### src/rtl/demux_steer.sv
// Registered 1-to-NUM_OUT demultiplexer with valid/ready handshake.
// Every destination has its own 1-entry holding slot, so a stalled sink blocks only its own traffic.

module demux_steer_slot #(
    parameter int WIDTH = 32
) (
    input  logic             CLK,
    input  logic             RST,
    input  logic             ld,
    input  logic [WIDTH-1:0] in_data,
    input  logic             out_ready,
    output logic             out_valid,
    output logic [WIDTH-1:0] out_data
);
    typedef enum logic {EMPTY = 1'b0, FULL = 1'b1} state_t;

    state_t state;

    always_ff @(posedge CLK) begin
        if (RST) begin
            state    <= EMPTY;
            out_data <= '0;
        end else begin
            case (state)
                EMPTY: begin
                    if (ld) begin
                        state    <= FULL;
                        out_data <= in_data;
                    end
                end
                FULL: begin
                    // ld can only occur alongside a drain here, giving a bubble-free reload
                    if (ld)
                        out_data <= in_data;
                    else if (out_ready)
                        state <= EMPTY;
                end
                default: state <= EMPTY;
            endcase
        end
    end

    assign out_valid = (state == FULL);
endmodule

module demux_steer #(
    parameter int WIDTH   = 32,
    parameter int NUM_OUT = 3,
    parameter int SEL_W   = 3
) (
    input  logic                     CLK,
    input  logic                     RST,
    input  logic                     IN_VALID,
    output logic                     IN_READY,
    input  logic [WIDTH-1:0]         IN_DATA,
    input  logic [SEL_W-1:0]         IN_SEL,
    output logic [NUM_OUT-1:0]       OUT_VALID,
    input  logic [NUM_OUT-1:0]       OUT_READY,
    output logic [NUM_OUT*WIDTH-1:0] OUT_DATA,
    output logic                     SEL_ERR,
    output logic [15:0]              XFER_CNT
);
    logic               sel_ok;
    logic               acc;
    logic [NUM_OUT-1:0] ld;

    // Out-of-range selects are always accepted so the bad word is consumed and dropped
    always_comb begin
        IN_READY = 1'b1;
        sel_ok   = 1'b0;
        for (int k = 0; k < NUM_OUT; k++) begin
            if (IN_SEL == SEL_W'(k)) begin
                sel_ok   = 1'b1;
                IN_READY = !OUT_VALID[k] | OUT_READY[k];
            end
        end
    end

    assign acc = IN_VALID & IN_READY;

    for (genvar k = 0; k < NUM_OUT; k++) begin : g_slot
        assign ld[k] = acc & (IN_SEL == SEL_W'(k));

        demux_steer_slot #(.WIDTH(WIDTH)) u_slot (
            .CLK       (CLK),
            .RST       (RST),
            .ld        (ld[k]),
            .in_data   (IN_DATA),
            .out_ready (OUT_READY[k]),
            .out_valid (OUT_VALID[k]),
            .out_data  (OUT_DATA[k*WIDTH +: WIDTH])
        );
    end

    always_ff @(posedge CLK) begin
        if (RST) begin
            SEL_ERR  <= 1'b0;
            XFER_CNT <= '0;
        end else begin
            SEL_ERR <= acc & !sel_ok;
            if (acc & sel_ok)
                XFER_CNT <= XFER_CNT + 16'd1;
        end
    end
endmodule

### config.mk
export PLATFORM = sky130hd
export DESIGN_NAME = demux_steer
export DESIGN_NICKNAME = d
export VERILOG_FILES = /design/src/rtl/demux_steer.sv
export SDC_FILE = /design/constraint.sdc
export NUM_CORES = 1
export LEC_CHECK = 0
export ABC_AREA = 1
export BUFFER_PORTS_ARGS = -buffer_cell sky130_fd_sc_hd__buf_2
export CORE_UTILIZATION = 50
export DETAILED_ROUTE_END_ITERATION = 8
export MAX_ROUTING_LAYER = met4
export PLACE_DENSITY = 0.83
export SETUP_SLACK_MARGIN = 0.15
export SYNTH_ARGS = -nofsm -noshare
export SYNTH_HDL_FRONTEND = slang
export SYNTH_HIERARCHICAL = 1
export SYNTH_SLANG_ARGS = --single-unit
### constraint.sdc
create_clock -name CLK -period 2.31 [get_ports CLK]
set_input_delay 0.462 -clock CLK [delete_from_list [all_inputs] [get_ports CLK]]
set_output_delay 0.462 -clock CLK [all_outputs]
set_load 0.02 [all_outputs]
==> flow_summary.yaml <==
floorplan:
  die_w_um: 97.6
  die_y_um: 97.6
  start_util: 0.519
  dieArea_mm2: 0.00953
  io_pins: 158
  placementRows: 34
  core_mm2: 0.00881
global_routing:
  use_met1: 0.347
  grt_max_degree: 34
  grt_use_met3: 0.0755
  grt_pass1_vias: 4420
  grt_pass1_wl_um: 21100
  overflow: 0
  antenna_found_initial: 0
  grtUsageMet2: 0.458
  top_usage_layer: "met2"
  track_usage: 0.290
final_layout:
  nets: 793
  fill_cells: 743
  n_antenna_cell: 0
  final_common_cell: "nor2_1"
  fin_cells: 872
  layout-drive-gt1-share: 0.280
  multi_input_area_mm2: 0.00192
  final_cell_mix: "nor2_1 (210), buf_2 (157), dfxtp_1 (116), o21ai_0 (99), nand2_1 (64)"
  syn_to_final_growth_pct: 29.1
  seq_area_mm2: 0.00232
timing:
  final.setup.worst_slack_ps: 326
  fmax_mhz: 504
  tns_ps: 0
  whs_ps: 227
  setup_viol: 0
  rsz0062_at_grt: "no"
  hold_viol_final: 0
  worstMarginPinSlew_ps: 924
  period_minus_slack_ps: 1980
  maxSlewHeadroom: 0.384
  fin_worst_skew_ps: 5.72
  post-route-period-util: 0.859
  maxSlewViolCount: 0
pwr:
  power.density_mw_per_mm2: 845
  p_leak_nw: 2.97
  power_frac_comb: 0.075
  clkPwrFrac: 0.504
  power_switching_mw: 1.17
  p_sw_frac: 0.235
  p_seq_frac: 0.420
  peakVddDrop_uv: 462
  internal_power_mw: 3.82
critical_path:
  cp.required_ps: 1850
  cp.arrival_ps: 1520
  start_kind: "flip-flop"
  worstSetupPathType: "flip-flop to primary output"
  cp-end-kind: "primary output"
  cp_max_fo: 3
logic_synthesis:
  synth_area_leader_cell: "dfxtp_1"
  synthTopCellsByArea: "dfxtp_1 (51%), nor2_1 (17%), o21ai_0 (11%)"
  synth_area_mm2: 0.00457
  synth_cell_types: 27
  ys.warnings.count: 6
  syn_nets: 642
  yosysSeqAreaShare: 0.508
  synth_top_area_frac: 0.508
  ys_seq_elements: 116
  syn_inst: 600
  postSynthAreaPerCell_um2: 7.62
clocking:
  cts_resized: 0
  cts_tree: "built"
  clock_path_buffers: 2
  path_clk_slew_ps: 60
  clock_sinks: 116
  cts_root_buffer: "clkbuf_8"
  hold_buffers: 0
  insertion_delay_ps: 500
  cts_setup_buffers: 0
  cts-htree-levels: 4
  cts_made_buffers: 17
placed_design:
  routabilityCongestion: 0.920
  place_hpwl_um: 8860
  io_buffers: 157
  dp_cells: 840
  post-place-ws_ps: 218
outcome:
  failed_checks: "DRC"
  status: "complete, but fails checks"
detailed_routing:
  vias_per_cell: 5.26
  dr.pass1.iters: 7
  vias: 4583
  drt-total-wl_um: 13400
  drc: 16
  drt_iter0_drc: 480
  ant_nets: 0
  route.detailed.wl_per_inst_um: 15.3
job:
  max_cap_viol_count: 0
hold_path:
  hold_class: "input pin to flip-flop"
[per-stage QoR]
step	utilization	total power [mW]	area (um^2)
after global routing	0.670	5.16	5900
after global placement	0.605	2.50	5320
after floorplan	-	2.35	4570
final	0.670	4.99	5900
after CTS	0.670	5.01	5900
after detailed placement	0.605	2.51	5320
[cells by family (layout without fill, tap and decap cells)]
family                     Yosys count  count (layout)  synth area share
AOI/OAI and AO/OA                  120             120             0.137
xor gates and xnor gates             9               9            0.0172
adders and majority gates            1               1           0.00274
buffers and inverters               58             222            0.0755
DFF                                116             116             0.508
and+or+nand+nor                    296             296             0.259
[worst paths after layout]
kind	start	endpoint	slack, ps	cells past startpoint
setup / recovery	g_slot[1].u_slot/out_valid	IN_READY	330	6
setup reg to reg	g_slot[2].u_slot/out_valid	g_slot[1].u_slot/out_data[19]	440	8
hold reg to reg	g_slot[1].u_slot/out_data[16]	g_slot[1].u_slot/out_data[16]	490	2
hold / removal	IN_DATA[14]	g_slot[2].u_slot/out_data[14]	230	3
[cell usage after synthesis]
library cell / instances
o21bai_1: 1
o21ai_0: 99
nand3_1: 6
clkbuf_1: 1
nor4_1: 1
a21oi_1: 13
inv_1: 24
clkbuf_4: 9
buf_1: 1
nor2_4: 1
a21oi_2: 6
nor2_2: 3
nand3_2: 3
nand4_1: 3
nand2_1: 64
clkbuf_2: 9
xor2_1: 4
buf_6: 11
o211ai_1: 1
nor3_1: 3
dfxtp_1: 116
nand4_4: 1
ha_1: 1
inv_2: 3
xnor2_1: 5
nand2_2: 1
nor2_1: 210
[final cells by class]
class,instances,area share
Timing Repair Buffer,163,0.143
Tap cell,108,0.0229
Multi-Input combinational cell,426,0.326
Inverter,27,0.0172
Sequential cell,116,0.393
Clock buffer,23,0.0808
Clock inverter,9,0.0172
[power by group through the flow]
stage | combinational (mW) | sequential (mW) | clock, mW
floorplan | 0.143 | 2.21 | 0
global placement | 0.362 | 2.13 | 0
detailed placement | 0.370 | 2.14 | 0
CTS | 0.372 | 2.10 | 2.54
global route | 0.403 | 2.10 | 2.65
finish | 0.376 | 2.10 | 2.52
[registers in the layout, summed over array words and instances, names as in the netlist]
signal	flops
SEL_ERR	1
XFER_CNT	16
g_slot.u_slot/out_data	96
g_slot.u_slot/out_valid	3
[metal layers]
metal | up-vias | part of all wire
li1 | 2219 | -
met1 | 2128 | 0.42
met2 | 203 | 0.48
met3 | 33 | 0.068
met4 | 0 | 0.026
met5 | - | 0
[critical path, stage by stage (launching register included)]
cell,delay [ps]
dfxtp_1,350
inv_1,60
nor2_1,160
nand3_2,130
nand2_1,100
nand2_2,70
buf_2,160
Note: power is estimated with default switching activity, not from simulation.
